[config.mk]
export PLATFORM = sky130hd
export DESIGN_NAME = seq_detect_param_flat
export DESIGN_NICKNAME = d
export VERILOG_FILES = /design/src/rtl/seq_detect_pkg.sv /design/src/rtl/seq_detect_if.sv /design/src/rtl/seq_window_shift.sv /design/src/rtl/seq_detect_param.sv /design/src/flat_wrapper.sv
export SDC_FILE = /design/constraint.sdc
export NUM_CORES = 1
export LEC_CHECK = 0
export ABC_AREA = 0
export BUFFER_PORTS_ARGS = -buffer_cell sky130_fd_sc_hd__buf_4
export CAP_MARGIN = 20
export CORE_MARGIN = 2
export CORE_UTILIZATION = 52
export CTS_CLUSTER_SIZE = 25
export DETAILED_ROUTE_END_ITERATION = 7
export PLACE_DENSITY = 0.84
export RECOVER_POWER = 25
export SKIP_LAST_GASP = 1
export SLEW_MARGIN = 30
export SYNTH_ARGS = -nofsm -noshare
export SYNTH_HDL_FRONTEND = slang
export SYNTH_SLANG_ARGS = --single-unit
[constraint.sdc]
create_clock -name i_clk -period 1.95 [get_ports i_clk]
set_input_delay 0.39 -clock i_clk [delete_from_list [all_inputs] [get_ports i_clk]]
set_output_delay 0.39 -clock i_clk [all_outputs]
set_load 0.02 [all_outputs]
[src/rtl/seq_detect_pkg.sv]
// Shared definitions for the parameterised serial sequence detector.
// State indices, one-hot encodings and default widths.
package seq_detect_pkg;

   localparam int PAT_W_DEF = 4;
   localparam int CNT_W_DEF = 8;

   typedef enum int {
      ST_IDLE = 0,
      ST_FILL = 1,
      ST_HUNT = 2
   } state_e;

   localparam logic [2:0] S_IDLE = 3'b001;
   localparam logic [2:0] S_FILL = 3'b010;
   localparam logic [2:0] S_HUNT = 3'b100;

   function automatic logic is_armed(input logic [2:0] st);
      return st[ST_FILL] | st[ST_HUNT];
   endfunction

endpackage

[src/rtl/seq_detect_if.sv]
// Control/data bundle between a stimulus source and the sequence detector.
interface seq_detect_if
   import seq_detect_pkg::*;
#(
   parameter int PAT_W = PAT_W_DEF,
   parameter int CNT_W = CNT_W_DEF
);
   logic             din;
   logic             din_valid;
   logic             start;
   logic             clear;
   logic [PAT_W-1:0] pattern;
   logic             overlap;
   logic             dout;
   logic [CNT_W-1:0] match_cnt;
   logic             armed;

   modport master (
      output din, din_valid, start, clear, pattern, overlap,
      input  dout, match_cnt, armed
   );

   modport slave (
      input  din, din_valid, start, clear, pattern, overlap,
      output dout, match_cnt, armed
   );
endinterface

[src/rtl/seq_window_shift.sv]
// PAT_W-bit receive window (MSB = oldest bit) plus a fill counter that
// saturates at PAT_W; o_fill_last means the next shifted bit completes it.
module seq_window_shift
   import seq_detect_pkg::*;
#(
   parameter int PAT_W = PAT_W_DEF
) (
   input  logic             i_clk,
   input  logic             i_rst_n,
   input  logic             i_clr,
   input  logic             i_restart,
   input  logic             i_shift,
   input  logic             i_din,
   output logic [PAT_W-1:0] o_window_next,
   output logic             o_full,
   output logic             o_fill_last
);
   localparam int FC_W = $clog2(PAT_W + 1);

   logic [PAT_W-1:0] r_window;
   logic [FC_W-1:0]  r_fill;

   assign o_window_next = {r_window[PAT_W-2:0], i_din};
   assign o_full        = (r_fill == FC_W'(PAT_W));
   assign o_fill_last   = (r_fill == FC_W'(PAT_W - 1));

   // Restart zeroes only the fill count so consumed bits cannot be reused.
   always_ff @(posedge i_clk or negedge i_rst_n) begin
      if (!i_rst_n) begin
         r_window <= {PAT_W{1'b0}};
         r_fill   <= {FC_W{1'b0}};
      end else if (i_clr) begin
         r_window <= {PAT_W{1'b0}};
         r_fill   <= {FC_W{1'b0}};
      end else if (i_shift) begin
         r_window <= o_window_next;
         if (i_restart) begin
            r_fill <= {FC_W{1'b0}};
         end else if (!o_full) begin
            r_fill <= r_fill + FC_W'(1);
         end else begin
            r_fill <= r_fill;
         end
      end else begin
         r_window <= r_window;
         r_fill   <= r_fill;
      end
   end
endmodule

[src/rtl/seq_detect_param.sv]
// Serial pattern detector: IDLE/FILL/HUNT one-hot FSM, compare and match counter.
// Define SEQ_DETECT_CNT_EN to build the saturating match counter; otherwise it reads 0.
module seq_detect_param
   import seq_detect_pkg::*;
#(
   parameter int PAT_W = PAT_W_DEF,
   parameter int CNT_W = CNT_W_DEF
) (
   input  logic         i_clk,
   input  logic         i_rst_n,
   seq_detect_if.slave  bus
);
   logic [2:0]       r_state;
   logic [2:0]       w_state_nxt;
   logic [PAT_W-1:0] r_pattern;
   logic             r_overlap;
   logic             r_dout;

   logic [PAT_W-1:0] w_window_next;
   logic             w_full;
   logic             w_fill_last;
   logic             w_armed;
   logic             w_shift;
   logic             w_match;
   logic             w_restart;
   logic             w_win_clr;
   logic             w_load;

   assign w_armed   = is_armed(r_state);
   assign w_shift   = bus.din_valid & w_armed & ~bus.clear;
   // The incoming bit is part of the compare, and only a full window may match.
   assign w_match   = w_shift & (w_full | w_fill_last) & (w_window_next == r_pattern);
   assign w_restart = w_match & ~r_overlap;
   assign w_load    = r_state[ST_IDLE] & bus.start & ~bus.clear;
   assign w_win_clr = bus.clear | w_load;

   seq_window_shift #(.PAT_W(PAT_W)) u_window (
      .i_clk        (i_clk),
      .i_rst_n      (i_rst_n),
      .i_clr        (w_win_clr),
      .i_restart    (w_restart),
      .i_shift      (w_shift),
      .i_din        (bus.din),
      .o_window_next(w_window_next),
      .o_full       (w_full),
      .o_fill_last  (w_fill_last)
   );

   always_comb begin
      w_state_nxt = r_state;
      if (bus.clear) begin
         w_state_nxt = S_IDLE;
      end else begin
         case (r_state)
            S_IDLE: w_state_nxt = bus.start ? S_FILL : S_IDLE;
            S_FILL: w_state_nxt = (w_shift && w_fill_last && !w_restart) ? S_HUNT : S_FILL;
            S_HUNT: w_state_nxt = w_restart ? S_FILL : S_HUNT;
            default: w_state_nxt = S_IDLE;
         endcase
      end
   end

   always_ff @(posedge i_clk or negedge i_rst_n) begin
      if (!i_rst_n) begin
         r_state   <= S_IDLE;
         r_pattern <= {PAT_W{1'b0}};
         r_overlap <= 1'b0;
         r_dout    <= 1'b0;
      end else begin
         r_state <= w_state_nxt;
         r_dout  <= w_match;
         if (w_load) begin
            r_pattern <= bus.pattern;
            r_overlap <= bus.overlap;
         end else begin
            r_pattern <= r_pattern;
            r_overlap <= r_overlap;
         end
      end
   end

   assign bus.dout  = r_dout;
   assign bus.armed = w_armed;

`ifdef SEQ_DETECT_CNT_EN
   logic [CNT_W-1:0] r_cnt;

   // Saturates at all-ones rather than wrapping.
   always_ff @(posedge i_clk or negedge i_rst_n) begin
      if (!i_rst_n) begin
         r_cnt <= {CNT_W{1'b0}};
      end else if (bus.clear) begin
         r_cnt <= {CNT_W{1'b0}};
      end else if (w_match && (r_cnt != {CNT_W{1'b1}})) begin
         r_cnt <= r_cnt + CNT_W'(1);
      end else begin
         r_cnt <= r_cnt;
      end
   end

   assign bus.match_cnt = r_cnt;
`else
   assign bus.match_cnt = {CNT_W{1'b0}};
`endif
endmodule

[src/flat_wrapper.sv]
// flat-port wrapper written by rule: the top's interface ports become plain ports
module seq_detect_param_flat import seq_detect_pkg::*;
#(
   parameter int PAT_W = PAT_W_DEF,
   parameter int CNT_W = CNT_W_DEF
)
  (i_clk, i_rst_n, bus_din, bus_din_valid, bus_start, bus_clear, bus_pattern, bus_overlap, bus_dout, bus_match_cnt, bus_armed);
  seq_detect_if #(.PAT_W(PAT_W), .CNT_W(CNT_W)) bus_i ();
  input  logic i_clk;
  input  logic i_rst_n;
  input wire logic [$bits(bus_i.din)-1:0] bus_din;
  input wire logic [$bits(bus_i.din_valid)-1:0] bus_din_valid;
  input wire logic [$bits(bus_i.start)-1:0] bus_start;
  input wire logic [$bits(bus_i.clear)-1:0] bus_clear;
  input wire logic [$bits(bus_i.pattern)-1:0] bus_pattern;
  input wire logic [$bits(bus_i.overlap)-1:0] bus_overlap;
  output wire logic [$bits(bus_i.dout)-1:0] bus_dout;
  output wire logic [$bits(bus_i.match_cnt)-1:0] bus_match_cnt;
  output wire logic [$bits(bus_i.armed)-1:0] bus_armed;
  assign bus_i.din = bus_din;
  assign bus_i.din_valid = bus_din_valid;
  assign bus_i.start = bus_start;
  assign bus_i.clear = bus_clear;
  assign bus_i.pattern = bus_pattern;
  assign bus_i.overlap = bus_overlap;
  assign bus_dout = bus_i.dout;
  assign bus_match_cnt = bus_i.match_cnt;
  assign bus_armed = bus_i.armed;
  seq_detect_param #(.PAT_W(PAT_W), .CNT_W(CNT_W)) u_core (.i_clk(i_clk), .i_rst_n(i_rst_n), .bus(bus_i));
endmodule
==> results of run 1 <==
-- kinds of logic (layout without fill, tap and decap cells) --
logic type	count (synthesis)	in the layout	share of synthesized area, %
simple gates	25	25	15.9
other cells	1	8	0.411
fa+ha+maj	3	3	4.12
mux	5	5	6.17
xor+xnor	5	5	4.80
buf+inv	16	23	10.4
compound gates	22	22	16.9
flops	15	15	41.3
-- cell usage after synthesis (2+ instances only) --
| cell type | count |
|---|---|
| ha_1 | 3 |
| xnor2_1 | 5 |
| nor2_1 | 3 |
| o211a_1 | 3 |
| inv_1 | 5 |
| o21ai_0 | 3 |
| buf_2 | 2 |
| nor3_1 | 6 |
| o32ai_1 | 2 |
| mux2_2 | 5 |
| buf_4 | 8 |
| nand2_1 | 3 |
| a21oi_1 | 11 |
| dfrtp_1 | 14 |
| nand2b_1 | 2 |
-- layout make-up --
type,instances,share of cell area (%)
Clock buffer,4,2.60
Multi-Input combinational cell,68,46.1
Timing Repair Buffer,13,9.52
Tap cell,17,2.10
Sequential cell,15,37.2
Inverter,6,2.47
-- metal layers --
layer  vias to the layer above  global-route usage (%)  part of all wire, %
met5                         -                       0                    0
met4                         0                    1.71                    0
met3                         0                    5.95                  6.5
met2                        24                    30.3                   56
met1                       326                    19.5                   37
li1                        335                       -                    -
-- through the flow --
| step | setup WS, ns | instance area (sq um) | cells |
|---|---|---|---|
| after global routing | 0.244 | 1010 | 123 |
| after global placement | 0.469 | 980 | 118 |
| final | 0.336 | 1010 | 123 |
| after CTS | 0.335 | 1020 | 123 |
| after floorplan | 0.554 | 938 | 99 |
| after detailed placement | 0.392 | 980 | 118 |
-- critical path, stage by stage, from the launching register on --
cell,delay (ns)
dfrtp_1,0.47
nor2_4,0.25
inv_4,0.06
buf_4,0.16
-- where the power goes --
part	internal (mW)	switching (mW)	total, mW
Clock	0.0793	0.0882	0.168
Combinational	0.0492	0.0568	0.106
Sequential	0.334	0.0221	0.356
Total	0.462	0.167	0.629
-- sequential cells by signal, summed over array words and instances (netlist names) --
signal,cells
u_core.r_pattern,4
u_core.r_state,3
u_core.u_window.r_fill,3
u_core.u_window.r_window,3
u_core.bus.dout,1
u_core.r_overlap,1
-- worst paths after layout --
| path | depth (start not counted) | slack, ns | endpoint |
|---|---|---|---|
| max in group asynchronous | 2 | 0.78 | u_core.u_window.r_fill[2] |
| setup reg to reg | 6 | 0.40 | u_core.r_state[2] |
| setup / recovery | 3 | 0.34 | bus_armed |
| hold reg to reg | 1 | 0.54 | u_core.r_pattern[1] |
| min in group asynchronous | 2 | 0.69 | u_core.u_window.r_window[1] |
| hold / removal | 2 | 0.28 | u_core.r_state[2] |
==> flow_summary.toml, run 1 <==
[clocking]
hold_buffers = 1
max-clock-path-buffers = 2
clk_latency_ns = 0.28
post_cts_resized = 0
clkSinkCount = 15
cts_setup_buffers = 0
htree_levels = 1
path_clk_slew_ns = 0.08
tritoncts = "yes"
cts-buffers-inserted = 3
root_buffer = "clkbuf_4"

[die]
row_count = 15
die_x_microns = 45.9
die_h_microns = 45.9
core_sq_um = 1690
die-area_sq_um = 2100
pin_count = 21
initial_core_util_pct = 54.0

[timing]
worst_pin_slew_ns = 0.767
slew_headroom_pct = 48.9
hold_viol_final = 0
finalClockSkew_ns = 0.00486
period_share_pct = 82.8
slew_viol_final = 0
timing.hold.ws_ns = 0.282
fmax_ghz = 0.619
setup_viol = 0
rsz0062_at_grt = "no"
finalSetupTns_ns = 0
finalCriticalPeriod_ns = 1.61

[setup_path]
cp_data_required_time_ns = 1.56
crit_type = "register to output port"
critPathLaunchType = "register"
path_max_fanout = 10
end_kind = "output port"
startpoint = "u_core.r_state[2]"
worstPathArrival_ns = 1.22
timing.rr.start = "u_core.u_window.r_fill[0]"

[global_routing]
antenna_found_initial = 0
grt_usage_pct = 16.8
grt_max_degree = 16
grt.overflow.total = 0
grt_pass1_wl_microns = 2550
grt_pass1_vias = 613

[final_layout]
n_fill_cell = 162
antenna_cells = 0
regArea_sq_um = 377
multi_input_area_sq_um = 467
syn2layout_area_growth_pct = 11.0
final_nets = 121
final_util_pct = 59.9
drive_gt1_share_pct = 23.6
final_common_cell = "dfrtp_1"
layout_common_cells = "dfrtp_1, a21oi_1, buf_4"

[yosys]
synth_top_area_cell = "dfrtp_1"
synth_edf_count = 0
async_reset_ff_share_pct = 100
ys_warn_count = 0
syn_area_sq_um = 912
ys_types = 32
synth.top_cell.area_share_pct = 38.4
avgSynthCellArea_sq_um = 9.91
ys_seq_elements = 15
syn_inst = 92
synthTopCellsByArea = "dfrtp_1, buf_4, mux2_2, a21oi_1, xnor2_1"
ys_seq_area_share_pct = 41.3
synthFlopType = "dfrtp_1"

[power_and_ir_drop]
power.leakage_nw = 0.457
fin_total_pwr_uw = 629
power.density_nw_per_um2 = 622
peakVddDrop_mv = 0.457

[run_status]
outcome = "finished, final reports clean"

[placed_design]
finalWeightedCongestion = 0.810
place_hpwl_microns = 1320
port_buffers = 12

[route]
via_count = 685
dr.pass1.iters = 4
wire_per_inst_microns = 13.2
route.detailed.drc = 0
postRouteAntennaNets = 0
drt-total-wl_microns = 1620
drtIter0Drc = 9
vias_per_cell = 5.57

[job]
cap_violations = 0

[hold_path]
hold_path.class = "input port to register"
hold_start = "bus_clear"
Note: power is estimated with default switching activity, not from simulation.
==> run 2: changes to the inputs <==
--- a/config.mk
+++ b/config.mk
@@ -9,10 +9,10 @@
 export BUFFER_PORTS_ARGS = -buffer_cell sky130_fd_sc_hd__buf_4
 export CAP_MARGIN = 20
 export CORE_MARGIN = 2
-export CORE_UTILIZATION = 52
+export CORE_UTILIZATION = 47
 export CTS_CLUSTER_SIZE = 25
 export DETAILED_ROUTE_END_ITERATION = 7
-export PLACE_DENSITY = 0.84
+export PLACE_DENSITY = 0.81
 export RECOVER_POWER = 25
 export SKIP_LAST_GASP = 1
 export SLEW_MARGIN = 30
==> constraint.sdc (replaced) <==
create_clock -name i_clk -period 1.37 [get_ports i_clk]
set_input_delay 0.274 -clock i_clk [delete_from_list [all_inputs] [get_ports i_clk]]
set_output_delay 0.274 -clock i_clk [all_outputs]
set_load 0.02 [all_outputs]
==> run 2 against run 1 <==
First-iteration DRC count increased by 67%. Core utilization increased by 6.8 points. Critical path type is now register to register. Global-route usage increased by 1.2 points. Register-to-register slack got worse by 0.53 ns. Sequential power increased by 43%. Worst hold slack got worse by 0.10 ns. Clock skew decreased by 0.0041 ns. Count of clock-buffer cells in the layout unchanged. Cell area increased by 18%. Flip-flop and latch count unchanged. The run now ends with negative setup slack left.
==> flow_summary.toml, run 2 (synthesis results as in run 1) <==
[route]
route.met3.wl_microns = 82
drt-total-wl_microns = 2110
dr.pass1.iters = 4
via_count = 750
vias_per_cell = 5.21
postRouteAntennaNets = 0
drtIter0Drc = 15
wl_met2_microns = 1030
top_layer = "met4"
drt-met1-wl_microns = 971
wire_per_inst_microns = 14.7
route.detailed.drc = 0

[setup_path]
reg2reg_slack_ns = -0.13
max_stage_delay_ns = 0.41
crit_chain = "inv_2, ha_4, and2_4, o211ai_4, or3_1, a21oi_2"
rr_worst_depth = 6
worstPathArrival_ns = 1.71
cp_data_required_time_ns = 1.57
r2r_end = "u_core.r_state[1]"
crit_slowest_cell = "dfrtp_1"
critPathLaunchType = "register"
timing.rr.start = "u_core.u_window.r_fill[1]"
crit_type = "register to register"
path_max_fanout = 5
end_kind = "register"

[timing]
hold_viol_final = 0
finalCriticalPeriod_ns = 1.50
slew_headroom_pct = 47.3
worst_pin_slew_ns = 0.791
finalClockSkew_ns = 0.000798
fmax_ghz = 0.666
rsz0062_at_grt = "yes"
finalSetupTns_ns = -0.495
timing.hold.ws_ns = 0.180
fin_ws_ns = -0.131
period_share_pct = 110
slew_viol_final = 0
setup_viol = 5

[clocking]
max-clock-path-buffers = 2
root_buffer = "clkbuf_4"
path_clk_slew_ns = 0.09
tritoncts = "yes"
clk_latency_ns = 0.27
cts-buffers-inserted = 3
clkSinkCount = 15
htree_levels = 1

[global_routing]
grt_pass1_wl_microns = 2820
grt_max_degree = 16
grt_pass1_vias = 667
grt_usage_pct = 17.9
grt.overflow.total = 0
antenna_found_initial = 0

[placed_design]
port_buffers = 12
place_hpwl_microns = 1420
finalWeightedCongestion = 0.759
postPlaceCellArea_sq_um = 1040
dp_cells = 132
place_ws_ns = -0.116

[die]
initial_core_util_pct = 51.2
row_count = 15
die_h_microns = 48.1
pin_count = 21
die_x_microns = 48.1
die-area_sq_um = 2310
core_sq_um = 1780

[final_layout]
layout_common_cells = "buf_4, dfrtp_1, a21oi_1"
antenna_cells = 0
final_common_cell = "buf_4"
largest_register_ffs = 4
regArea_sq_um = 377
final_cell_area_sq_um = 1190
multi_input_area_sq_um = 537
finalNonFillerCells = 144
final_nets = 134
top_register = "u_core.r_pattern"
syn2layout_area_growth_pct = 30.5
n_fill_cell = 133
final_util_pct = 66.7
drive_gt1_share_pct = 42.0

[run_status]
violations = "negative setup slack"
outcome = "finished with violations"

[hold_path]
hold_path.class = "input port to register"
hold_start = "bus_clear"
min_to = "u_core.r_state[2]"
hold_depth = 2

[job]
cap_violations = 0

[power_and_ir_drop]
power.leakage_nw = 0.530
peakVddDrop_mv = 0.504
fin_total_pwr_uw = 941
power.density_nw_per_um2 = 791
==> run 2: worst max-delay path, delay by kind of cell (launching register included) <==
family,cells,cell delay [ns]
compound gates,2,0.28
fa+ha+maj,1,0.13
buf+inv,1,0.08
flops,1,0.41
simple gates,2,0.52
==> run 2: per-layer routing <==
layer | vias up | global-route usage [%]
met2 | 23 | 31.2
met1 | 359 | 22.2
met3 | 4 | 2.26
met5 | - | 0
li1 | 364 | -
met4 | 0 | 7.57
==> run 2: what timing repair did <==
item / in CTS / in global routing
gates resized for setup: 4 / 10
buffers inserted: 2 / 5
endpoints found under the hold margin: 14 / 0
hold buffers: 1 / 0
setup endpoints to repair: 6 / 6
pin swaps: 2 / 8
==> run 2: cell type report <==
| cell class | count | share of cell area (%) |
|---|---|---|
| multi-input combinational | 68 | 45.1 |
| tap | 25 | 2.63 |
| timing repair buffer | 26 | 16.3 |
| clock buffer | 4 | 2.21 |
| inverter | 6 | 2.10 |
| sequential | 15 | 31.7 |
==> run 2: how the worst max path moves through the flow <==
stage                                          from                         to  cells after the start
after floorplan           u_core.u_window.r_fill[0]          u_core.r_state[1]                      6
after global placement    u_core.u_window.r_fill[0]  u_core.u_window.r_fill[0]                      5
final                     u_core.u_window.r_fill[1]          u_core.r_state[1]                      6
after global routing            u_core.r_pattern[3]  u_core.u_window.r_fill[2]                      5
after detailed placement  u_core.u_window.r_fill[1]  u_core.u_window.r_fill[2]                      5
after CTS                 u_core.u_window.r_fill[0]  u_core.u_window.r_fill[2]                      5
==> run 2: report_power, final <==
| part | switching (mW) | leakage [nW] | internal (mW) |
|---|---|---|---|
| Clock | 0.135 | 0.0150 | 0.113 |
| Combinational | 0.0955 | 0.321 | 0.0883 |
| Sequential | 0.0347 | 0.195 | 0.475 |
==> run 3: changes to the inputs <==
--- a/config.mk
+++ b/config.mk
@@ -12,6 +12,7 @@
 export CORE_UTILIZATION = 47
 export CTS_CLUSTER_SIZE = 25
 export DETAILED_ROUTE_END_ITERATION = 7
+export MAX_ROUTING_LAYER = met4
 export PLACE_DENSITY = 0.81
 export RECOVER_POWER = 25
 export SKIP_LAST_GASP = 1
==> run 3 against run 2 <==
Non-clock buffer count is the same. Routed wire length is the same. Clock skew is essentially flat. Largest power group unchanged. The run still ends with negative setup slack left. Register-to-register slack is essentially flat. Clock power is essentially flat. Sequential share of layout area is the same. Critical path depth is the same. Combinational power is essentially flat. Via count shrank 0.13%. Largest cell class unchanged.
==> flow_summary.toml, run 3 (synthesis results as in run 1) <==
[run_status]
outcome = "finished with violations"
violations = "negative setup slack"

[timing]
finalCriticalPeriod_ns = 1.50
hold_viol_final = 0
worst_pin_slew_ns = 0.792
slew_headroom_pct = 47.2
finalSetupTns_ns = -0.500
timing.hold.ws_ns = 0.181
fmax_ghz = 0.666
finalClockSkew_ns = 0.000717
period_share_pct = 110
slew_viol_final = 0
rsz0062_at_grt = "yes"
fin_ws_ns = -0.132
setup_viol = 5

[clocking]
cts-buffers-inserted = 3
path_clk_slew_ns = 0.09
root_buffer = "clkbuf_4"
max-clock-path-buffers = 2
clk_latency_ns = 0.27
clkSinkCount = 15
tritoncts = "yes"
htree_levels = 1

[power_and_ir_drop]
peakVddDrop_mv = 0.504
fin_total_pwr_uw = 941
pwr-share-comb_pct = 19.5
power.switching_uw = 265
switching_share_pct = 28.2
power.density_nw_per_um2 = 791
seq_power_share_pct = 54.1
p_int_uw = 676
power.leakage_nw = 0.530
clockPowerShare_pct = 26.3

[route]
wire_per_inst_microns = 14.7
drtIter0Drc = 15
route.detailed.drc = 0
drt-total-wl_microns = 2110
vias_per_cell = 5.20
via_count = 749
dr.pass1.iters = 4
postRouteAntennaNets = 0

[final_layout]
drive_gt1_share_pct = 42.0
n_fill_cell = 133
top_register = "u_core.r_pattern"
finalNonFillerCells = 144
final_nets = 134
syn2layout_area_growth_pct = 30.5
largest_register_ffs = 4
antenna_cells = 0
final_common_cell = "buf_4"
layout_common_cells = "buf_4, dfrtp_1, a21oi_1"

[die]
die_x_microns = 48.1
initial_core_util_pct = 51.2
core_sq_um = 1780
die-area_sq_um = 2310
die_h_microns = 48.1
pin_count = 21
row_count = 15

[setup_path]
reg2reg_slack_ns = -0.13
path_max_fanout = 5
crit_type = "register to register"
critPathLaunchType = "register"
worstPathArrival_ns = 1.71
end_kind = "register"
cp_data_required_time_ns = 1.57

[placed_design]
dp_cells = 132
port_buffers = 12
place_hpwl_microns = 1420
finalWeightedCongestion = 0.769
place_ws_ns = -0.116

[global_routing]
grt_pass1_wl_microns = 2820
grt.overflow.total = 0
grt_usage_pct = 18.5
antenna_found_initial = 0
grt_pass1_vias = 667
grt_max_degree = 16

[hold_path]
hold_path.class = "input port to register"

[job]
cap_violations = 0
==> run 3: cell counts in the layout (fill, tap and decap cells not counted) <==
Identical to the previous run, type by type.
==> run 3: final timing paths <==
kind                                                 from             endpoint  depth (start not counted)
worst min-delay path                            bus_clear    u_core.r_state[2]                          2
worst min register to register        u_core.r_pattern[3]  u_core.r_pattern[3]                          1
max in group asynchronous                         i_rst_n  u_core.r_pattern[1]                          2
worst max-delay path            u_core.u_window.r_fill[1]    u_core.r_state[1]                          6
worst max register to register  u_core.u_window.r_fill[1]    u_core.r_state[1]                          6
min in group asynchronous                         i_rst_n    u_core.r_state[1]                          2
==> run 3: stage by stage <==
step           area [sq um]  util [%]
6_report               1190      66.7
5_1_grt                1190      66.7
4_1_cts                1110      62.2
3_5_place_dp           1040      58.2
3_3_place_gp           1040      58.2
2_1_floorplan           942         -
==> run 3: worst max-delay path, cell delays in order (launching register included) <==
cell,delay [ns]
dfrtp_1,0.41
inv_2,0.08
ha_4,0.13
and2_4,0.18
o211ai_4,0.13
or3_1,0.34
a21oi_2,0.15
==> run 3: repair_timing <==
item,in CTS,in global routing
setup endpoints to repair,6,6
hold endpoints to repair,14,0
hold buffers,1,0
buffers inserted,2,5
pin swaps,2,8
resized for setup,4,10
==> run 3: power groups by stage <==
stage | Sequential, mW | Combinational [mW] | Clock, mW
floorplan | 0.502 | 0.124 | 0
global placement | 0.509 | 0.159 | 0
detailed placement | 0.512 | 0.163 | 0
CTS | 0.504 | 0.171 | 0.254
global route | 0.512 | 0.201 | 0.270
finish | 0.509 | 0.184 | 0.248
==> run 3: per-layer routing <==
layer | vias up | GRT usage [%] | routed length (microns)
met5 | - | - | 0
met4 | 0 | 7.57 | 29
met3 | 4 | 2.26 | 82
met2 | 23 | 31.2 | 1030
met1 | 357 | 22.2 | 972
li1 | 365 | - | -
==> run 3: layout make-up <==
type	instances	area [sq um]	area share, %
multi-input combinational	68	537	45.1
sequential	15	377	31.7
timing repair buffer	26	194	16.3
tap	25	31.3	2.63
clock buffer	4	26.3	2.21
inverter	6	25.0	2.10
